`src/rtl/otter_csr_intr.sv`:
```
// Machine-mode CSR file and external-interrupt front end for the OTTER MCU.
// Holds mstatus (MIE/MPIE), mie (MEIE), mtvec, mepc and mcause, synchronises
// the raw interrupt line, latches a pending flag and raises intr to the FSM.
module otter_csr_intr #(
    parameter logic [31:0] MCAUSE_EXT = 32'h8000000B,
    parameter logic [31:0] MTVEC_RST  = 32'h00000000
) (
    input  logic        clk,
    input  logic        RST,
    input  logic        intr_in,
    input  logic        int_taken,
    input  logic        csr_WE,
    input  logic        mret,
    input  logic [11:0] addr,
    input  logic [31:0] wd,
    input  logic [31:0] pc,
    output logic [31:0] rd,
    output logic [31:0] mtvec,
    output logic [31:0] mepc,
    output logic        intr
);

    localparam logic [11:0] ADDR_MSTATUS = 12'h300;
    localparam logic [11:0] ADDR_MIE     = 12'h304;
    localparam logic [11:0] ADDR_MTVEC   = 12'h305;
    localparam logic [11:0] ADDR_MEPC    = 12'h341;
    localparam logic [11:0] ADDR_MCAUSE  = 12'h342;

    logic        mstatus_mie_q, mstatus_mie_d;
    logic        mstatus_mpie_q, mstatus_mpie_d;
    logic        mie_meie_q, mie_meie_d;
    logic [31:0] mtvec_q, mtvec_d;
    logic [31:0] mepc_q, mepc_d;
    logic [31:0] mcause_q, mcause_d;
    logic        sync_s1_q, sync_s2_q, sync_s3_q;
    logic        pending_q, pending_d;
    logic        intr_edge;
    logic        wr_mstatus, wr_mie, wr_mtvec, wr_mepc, wr_mcause;

    assign intr_edge  = sync_s2_q & ~sync_s3_q;
    assign wr_mstatus = csr_WE && (addr == ADDR_MSTATUS);
    assign wr_mie     = csr_WE && (addr == ADDR_MIE);
    assign wr_mtvec   = csr_WE && (addr == ADDR_MTVEC);
    assign wr_mepc    = csr_WE && (addr == ADDR_MEPC);
    assign wr_mcause  = csr_WE && (addr == ADDR_MCAUSE);

    // Next-state: trap entry beats mret, which beats a CSR write to mstatus.
    always_comb begin
        mstatus_mie_d  = mstatus_mie_q;
        mstatus_mpie_d = mstatus_mpie_q;
        mie_meie_d     = mie_meie_q;
        mtvec_d        = mtvec_q;
        mepc_d         = mepc_q;
        mcause_d       = mcause_q;

        // mie and mtvec are untouched by trap entry, so their writes always land.
        if (wr_mie) mie_meie_d = wd[11];
        if (wr_mtvec) mtvec_d = wd & ~32'd3;

        if (int_taken) begin
            mstatus_mpie_d = mstatus_mie_q;
            mstatus_mie_d  = 1'b0;
            mepc_d         = pc & ~32'd3;
            mcause_d       = MCAUSE_EXT;
        end else begin
            if (mret) begin
                mstatus_mie_d  = mstatus_mpie_q;
                mstatus_mpie_d = 1'b1;
            end else if (wr_mstatus) begin
                mstatus_mie_d  = wd[3];
                mstatus_mpie_d = wd[7];
            end
            if (wr_mepc) mepc_d = wd & ~32'd3;
            if (wr_mcause) mcause_d = wd;
        end

        // A fresh edge wins over a same-cycle acknowledge.
        pending_d = intr_edge | (pending_q & ~int_taken);
    end

    // State registers with synchronous active-low reset.
    always_ff @(posedge clk) begin
        if (!RST) begin
            mstatus_mie_q  <= 1'b0;
            mstatus_mpie_q <= 1'b0;
            mie_meie_q     <= 1'b0;
            mtvec_q        <= MTVEC_RST;
            mepc_q         <= 32'h0;
            mcause_q       <= 32'h0;
            sync_s1_q      <= 1'b0;
            sync_s2_q      <= 1'b0;
            sync_s3_q      <= 1'b0;
            pending_q      <= 1'b0;
        end else begin
            mstatus_mie_q  <= mstatus_mie_d;
            mstatus_mpie_q <= mstatus_mpie_d;
            mie_meie_q     <= mie_meie_d;
            mtvec_q        <= mtvec_d;
            mepc_q         <= mepc_d;
            mcause_q       <= mcause_d;
            sync_s1_q      <= intr_in;
            sync_s2_q      <= sync_s1_q;
            sync_s3_q      <= sync_s2_q;
            pending_q      <= pending_d;
        end
    end

    // CSR read mux shows the pre-write value (CSRRW old-value semantics).
    always_comb begin
        case (addr)
            ADDR_MSTATUS: rd = {24'h0, mstatus_mpie_q, 3'b000, mstatus_mie_q, 3'b000};
            ADDR_MIE:     rd = {20'h0, mie_meie_q, 11'h0};
            ADDR_MTVEC:   rd = mtvec_q;
            ADDR_MEPC:    rd = mepc_q;
            ADDR_MCAUSE:  rd = mcause_q;
            default:      rd = 32'h0;
        endcase
    end

    assign mtvec = mtvec_q;
    assign mepc  = mepc_q;
    assign intr  = pending_q & mstatus_mie_q & mie_meie_q;

endmodule

```
`config.mk`:
```
export PLATFORM = sky130hd
export DESIGN_NAME = otter_csr_intr
export DESIGN_NICKNAME = d
export VERILOG_FILES = /design/src/rtl/otter_csr_intr.sv
export SDC_FILE = /design/constraint.sdc
export NUM_CORES = 1
export LEC_CHECK = 0
export ABC_CLOCK_PERIOD_IN_PS = 1900
export BUFFER_PORTS_ARGS = -buffer_cell sky130_fd_sc_hd__buf_4
export CAP_MARGIN = 20
export CORE_ASPECT_RATIO = 1.5
export CORE_MARGIN = 3
export CORE_UTILIZATION = 49
export DETAILED_ROUTE_END_ITERATION = 8
export PLACE_DENSITY = 0.8
export SLEW_MARGIN = 20
export SYNTH_ARGS = -nofsm -noshare
export SYNTH_HDL_FRONTEND = slang
export SYNTH_SLANG_ARGS = --single-unit
```
`constraint.sdc`:
```
create_clock -name clk -period 1.9 [get_ports clk]
set_input_delay 0.19 -clock clk [delete_from_list [all_inputs] [get_ports clk]]
set_output_delay 0.19 -clock clk [all_outputs]
set_load 0.005 [all_outputs]
```
==> results.sh, run 1 <==
export IMPL_rr_worst_depth=1
export IMPL_slew_violations=0
export IMPL_critical_path_slowest_cell="or4b_4"
export IMPL_port_buffers=172
export IMPL_path_common_cell="buf_6"
export IMPL_cts_buffers_inserted=9
export IMPL_outcome="complete, but fails checks"
export IMPL_wl_per_cell_um=18.17
export IMPL_critPathRequiredTime_ps=1710
export IMPL_synthArstFlopShare_pct=0
export IMPL_insertion_delay_ps=330
export IMPL_leakage_nw=2.775
export IMPL_synth_edff_count=0
export IMPL_synth_ff_latch_count=99
export IMPL_seqPwrFrac_pct=48.7
export IMPL_start_util_pct=51.08
export IMPL_num_vias=5106
export IMPL_switching_share_pct=23.35
export IMPL_gp_congestion=0.9096
export IMPL_fin_crit_ps=1922
export IMPL_fmax_ghz=0.5204
export IMPL_core_area_mm2=0.008934
export IMPL_postSynthCellCount=571
export IMPL_diodes=0
export IMPL_clk_pin_slew_worst_paths_ps=70
export IMPL_syn_area_mm2=0.004563
export IMPL_power_density_mw_per_mm2=699.6
export IMPL_crit_type="in2out"
export IMPL_internal_power_mw=3.423
export IMPL_place_hpwl_um=10570
export IMPL_setup_viol=17
export IMPL_yosys_most_used_dff="dfxtp_1"
export IMPL_cts_root_buf="clkbuf_16"
export IMPL_drv_cap=0
export IMPL_violations="negative setup slack"
export IMPL_cp_end_kind="output pin"
export IMPL_fin_crit_sh_pct=101.1
export IMPL_path_cells="buf_6, or4b_4, nor4_4, buf_6, buf_6, a222oi_1, inv_1, buf_4"
export IMPL_io_pins=179
export IMPL_fin_ws_ps=-21.74
export IMPL_yosys_warnings=0
export IMPL_ctsLongestPathBuffers=2
export IMPL_crit_fanout=7
export IMPL_whs_path_depth=2
export IMPL_seq_area_frac_synth_pct=43.43
export IMPL_drt_wl_total_um=15410
export IMPL_die_y_um=124.2
export IMPL_drc_errors=0
export IMPL_die_w_um=84.79
export IMPL_drt_pass1_iter_count=6
export IMPL_p_comb_share_pct=9.9
export IMPL_grt_pass1_vias=4952
export IMPL_grt_use_total_pct=28.06
export IMPL_grt_max_degree=48
export IMPL_start_kind="input port"
export IMPL_avgViaCountPerCell=6.021
export IMPL_rows=42
export IMPL_nets=815
export IMPL_cts_tree="done"
export IMPL_tns_ps=-218.8
export IMPL_dr_first_iter_drc_count=522
export IMPL_switching_power_mw=1.043
export IMPL_hold_viol_final=0
export IMPL_antenna_left=0
export IMPL_overflow=0
export IMPL_htree_levels=3
export IMPL_cp_data_arrival_time_ps=1730
export IMPL_dieArea_mm2=0.01053
export IMPL_hp_class="in2reg"
export IMPL_clockPowerShare_pct=41.4
export IMPL_drive_gt1_share_pct=30.08
export IMPL_antenna_found_initial=0
export IMPL_cp_top_family="simple AND/OR/NAND/NOR gates"
export IMPL_hold_buffers=0
export IMPL_avgSynthCellArea_um2=7.991
export IMPL_synth_cell_types=42
export IMPL_clock_sinks=99
export IMPL_clock_skew_ps=1.387
export IMPL_rsz0062_at_grt="yes"
export IMPL_grt_first_pass_wirelength_um=23990
export IMPL_slowest_delay_ps=550
export IMPL_p_total_mw=4.466
export IMPL_crit_buf_inv=5
export IMPL_fillers=733
export IMPL_syn_to_final_growth_pct=39.90
export IMPL_vdd_drop_max_v=0.0006019
export IMPL_path_depth=8
-- placed cells by master (no fill, tap or decap), drive strengths merged, types with 7 or more instances in the layout --
master / synthesis / routed
buf: 19 / 199
nand2: 121 / 121
dfxtp: 99 / 99
nor2: 35 / 35
o21ai: 31 / 31
a211oi: 31 / 31
inv: 30 / 31
a21boi: 30 / 30
nor3: 30 / 30
a21oi: 28 / 28
a222oi: 27 / 27
clkbuf: 32 / 10
nand4: 7 / 7
-- cell type report --
class	count	area (µm²)	area share [%]
repair buffers	199	1608	25.19
well taps	110	137.6	2.156
clock inverters	6	63.81	0.9996
flip-flops and latches	99	1982	31.05
multi-input cells	394	2241	35.10
inverters	30	112.6	1.764
clock buffers	10	239.0	3.744
-- cell families after synthesis --
family | Yosys count | share of synthesized area [%]
AND/OR/NAND/NOR | 228 | 23.36
flip-flops | 99 | 43.43
multiplexers | 3 | 0.6581
buffers and inverters | 81 | 7.760
AO/OA/AOI/OAI | 159 | 24.71
other | 1 | 0.08218
-- power groups by stage --
stage / sequential, mW / clock [mW] / combinational [mW]
2_1_floorplan: 2.21 / 0 / 0.159
3_3_place_gp: 2.22 / 0 / 0.425
3_5_place_dp: 2.22 / 0 / 0.434
4_1_cts: 2.17 / 1.86 / 0.436
5_1_grt: 2.18 / 1.94 / 0.478
6_report: 2.17 / 1.85 / 0.442
-- Yosys cell counts, drive strengths merged, types with 2 or more instances --
cell	number	area (µm²)
a211oi	31	232.7
a21boi	30	225.2
a21oi	28	140.1
a222oi	27	270.3
a22oi	3	22.52
and2	6	37.54
and4	3	26.28
buf	19	121.4
clkbuf	32	120.1
dfxtp	99	1982
inv	30	112.6
mux2i	3	30.03
nand2	121	454.2
nand2b	2	12.51
nand3	2	10.01
nand4	7	43.79
nor2	35	131.4
nor2b	4	25.02
nor3	30	150.1
nor4	4	55.05
nor4b	2	17.52
o21ai	31	155.2
o221ai	2	17.52
o311a	4	40.04
or3	4	25.02
-- stage by stage --
step	hold WS [ps]	setup WS (ps)	utilization, %	std cells	cell area, µm²
final	67.04	-21.74	71.46	848	6384
after global routing	52.66	-84.79	71.46	848	6384
after CTS	58.28	-4.407	70.46	845	6295
after detailed placement	406.5	-2.489	67.07	829	5992
after global placement	414.3	2.703	67.07	829	5992
after floorplan	317.3	214.2	-	574	4574
-- final timing paths --
check,slack (ps),to,startpoint
hold reg to reg,450,sync_s2_q,sync_s1_q
hold / removal,70,sync_s1_q,intr_in
setup / recovery,-20,rd[14],addr[7]
setup reg to reg,1120,mcause_q[3],mcause_q[3]
-- sequential cells by signal, summed over array words and instances, names as in the netlist --
register and count:
pending_q 1, mepc 30, mie_meie_q 1, sync_s2_q 1, sync_s1_q 1, mtvec 30, mcause_q 32, sync_s3_q 1
mstatus_mie_q 1, mstatus_mpie_q 1
-- per-layer routing --
layer  share of wire (%)  wire (µm)  up-vias  track usage, %
met2                  53       8147      278           50.74
met5                   0          0        -               0
met1                  37       5687     2440           31.95
li1                    -          -     2348               -
met3                 7.3       1125       40           5.096
met4                 2.9        450        0           12.77
-- repair_timing --
action	in CTS	in global routing
pin swaps	0	12
setup endpoints to repair	2	29
buffers inserted	0	1
gates cloned	0	2
resized for setup	0	22
(Power assumes the default switching activity.)
==> run 2: changes to the inputs <==
- REMOVE_ABC_BUFFERS: unset -> 1
==> run 2 against run 1 <==
The run still ends with negative setup slack left. Global-route usage up 0.62 points. Critical path depth is the same. Largest cell class unchanged. Via count increased by 0.29%. Die area did not move. Count of clock-buffer cells in the layout increased by 2. Routed wire length up 4.7%. Largest power group unchanged. Combinational power barely moved.
==> results.sh, run 2 (synthesized netlist as in run 1, its figures left out) <==
export IMPL_outcome="complete, but fails checks"
export IMPL_violations="negative setup slack"
export IMPL_port_buffers=172
export IMPL_overflow=0
export IMPL_final_common_cell="buf_4"
export IMPL_rr_worst_depth=2
export IMPL_cp_end_kind="output pin"
export IMPL_antenna_left=0
export IMPL_crit_type="in2out"
export IMPL_path_cells="buf_8, or4b_4, nor4_4, buf_6, buf_6, a222oi_1, inv_1, buf_4"
export IMPL_grt_max_degree=49
export IMPL_cp_data_arrival_time_ps=1770
export IMPL_grt_use_total_pct=28.67
export IMPL_fin_ws_ps=-61.91
export IMPL_die_w_um=84.79
export IMPL_io_pins=179
export IMPL_hold_viol_final=0
export IMPL_nets=814
export IMPL_antenna_found_initial=0
export IMPL_rsz0062_at_grt="yes"
export IMPL_layout_common_cells="buf_4, nand2_1, dfxtp_1"
export IMPL_wl_per_cell_um=19.04
export IMPL_drv_cap=0
export IMPL_switching_share_pct=21.59
export IMPL_crit_buf_inv=5
export IMPL_slowest_delay_ps=560
export IMPL_leakage_nw=2.798
export IMPL_clock_skew_ps=0.3209
export IMPL_top_register="mcause_q"
export IMPL_dieArea_mm2=0.01053
export IMPL_place_ws_ps=-35.74
export IMPL_vdd_drop_max_v=0.0005901
export IMPL_crit_fanout=6
export IMPL_clock_sinks=99
export IMPL_syn_to_final_growth_pct=40.94
export IMPL_drt_wl_total_um=16130
export IMPL_cts_tree="done"
export IMPL_gp_congestion=0.8418
export IMPL_rows=42
export IMPL_dr_first_iter_drc_count=615
export IMPL_die_y_um=124.2
export IMPL_fin_crit_ps=1962
export IMPL_grtUsageMet1_pct=31.75
export IMPL_place_inst=827
export IMPL_cp_top_family="simple AND/OR/NAND/NOR gates"
export IMPL_drc_errors=0
export IMPL_seqPwrFrac_pct=46.7
export IMPL_hold_buffers=0
export IMPL_grt_pass1_vias=5026
export IMPL_fmax_ghz=0.5097
export IMPL_start_kind="input port"
export IMPL_largest_reg_flops=32
export IMPL_diodes=0
export IMPL_ctsLongestPathBuffers=2
export IMPL_switching_power_mw=1.006
export IMPL_clockPowerShare_pct=43.8
export IMPL_avgViaCountPerCell=6.046
export IMPL_instances_no_fill=847
export IMPL_p_comb_share_pct=9.5
export IMPL_use_met3_pct=5.890
export IMPL_slew_violations=0
export IMPL_clk_pin_slew_worst_paths_ps=70
export IMPL_cts_root_buf="clkbuf_16"
export IMPL_start_util_pct=51.08
export IMPL_path_common_cell="buf_6"
export IMPL_power_density_mw_per_mm2=724.6
export IMPL_critical_path_slowest_cell="or4b_4"
export IMPL_drt_pass1_iter_count=8
export IMPL_cts_buffers_inserted=9
export IMPL_hp_class="in2reg"
export IMPL_setup_viol=27
export IMPL_num_vias=5121
export IMPL_use_met2_pct=51.47
export IMPL_core_area_mm2=0.008934
export IMPL_whs_path_depth=2
export IMPL_drive_gt1_share_pct=29.58
export IMPL_internal_power_mw=3.654
export IMPL_place_hpwl_um=10500
export IMPL_path_depth=8
export IMPL_htree_levels=3
export IMPL_fin_crit_sh_pct=103.3
export IMPL_insertion_delay_ps=330
export IMPL_grt_busiest_layer="met2"
export IMPL_grt_first_pass_wirelength_um=24320
export IMPL_critPathRequiredTime_ps=1710
## run 2: worst reg2reg max path, cell delays in order, from the launching register on
cell and delay (ps):
dfxtp_1 410, mux2i_1 110, a211oi_1 230
## run 2: layer usage
metal  vias up  wire length (µm)
li1       2341                 -
met1      2427              5679
met2       298              8446
met3        55              1334
met4         0               668
met5         -                 0
## run 2: final cells by class
cell class | count | area, µm²
fillers | 723 | 2502
multi-input cells | 394 | 2241
flip-flops and latches | 99 | 1982
repair buffers | 198 | 1623
clock buffers | 12 | 236.5
well taps | 110 | 137.6
inverters | 30 | 112.6
clock inverters | 4 | 98.84
## run 2: per-stage QoR
stage	total power, mW	hold slack, ps	setup TNS (ps)	util [%]	instance area [µm²]
2_1_floorplan	2.335	311.7	-27870	-	4333
3_3_place_gp	2.637	404.2	0	67.18	6002
3_5_place_dp	2.652	401.9	-279.4	67.18	6002
4_1_cts	4.677	41.60	-597.4	70.94	6337
5_1_grt	4.811	53.81	-1921	71.99	6431
6_report	4.660	52.50	-991.2	71.99	6431
## run 2: worst paths after layout
kind,startpoint,to,slack [ps]
setup reg to reg,mstatus_mie_q,mstatus_mie_q,1060
hold reg to reg,sync_s1_q,sync_s2_q,430
hold / removal,intr_in,sync_s1_q,50
setup / recovery,addr[7],rd[8],-60
## run 2: repair_timing
| item | CTS | global route |
|---|---|---|
| gates resized for setup | 0 | 7 |
| setup endpoints to repair | 27 | 28 |
| cloned | 0 | 3 |
| buffers inserted | 0 | 1 |
| pin swaps | 3 | 18 |
## run 2: power by group through the flow
| stage | clock (mW) | sequential, mW | combinational [mW] |
|---|---|---|---|
| final | 2.04 | 2.18 | 0.441 |
| after global routing | 2.16 | 2.18 | 0.473 |
| after CTS | 2.07 | 2.17 | 0.435 |
| after detailed placement | 0 | 2.22 | 0.432 |
| after global placement | 0 | 2.22 | 0.419 |
| after floorplan | 0 | 2.21 | 0.120 |
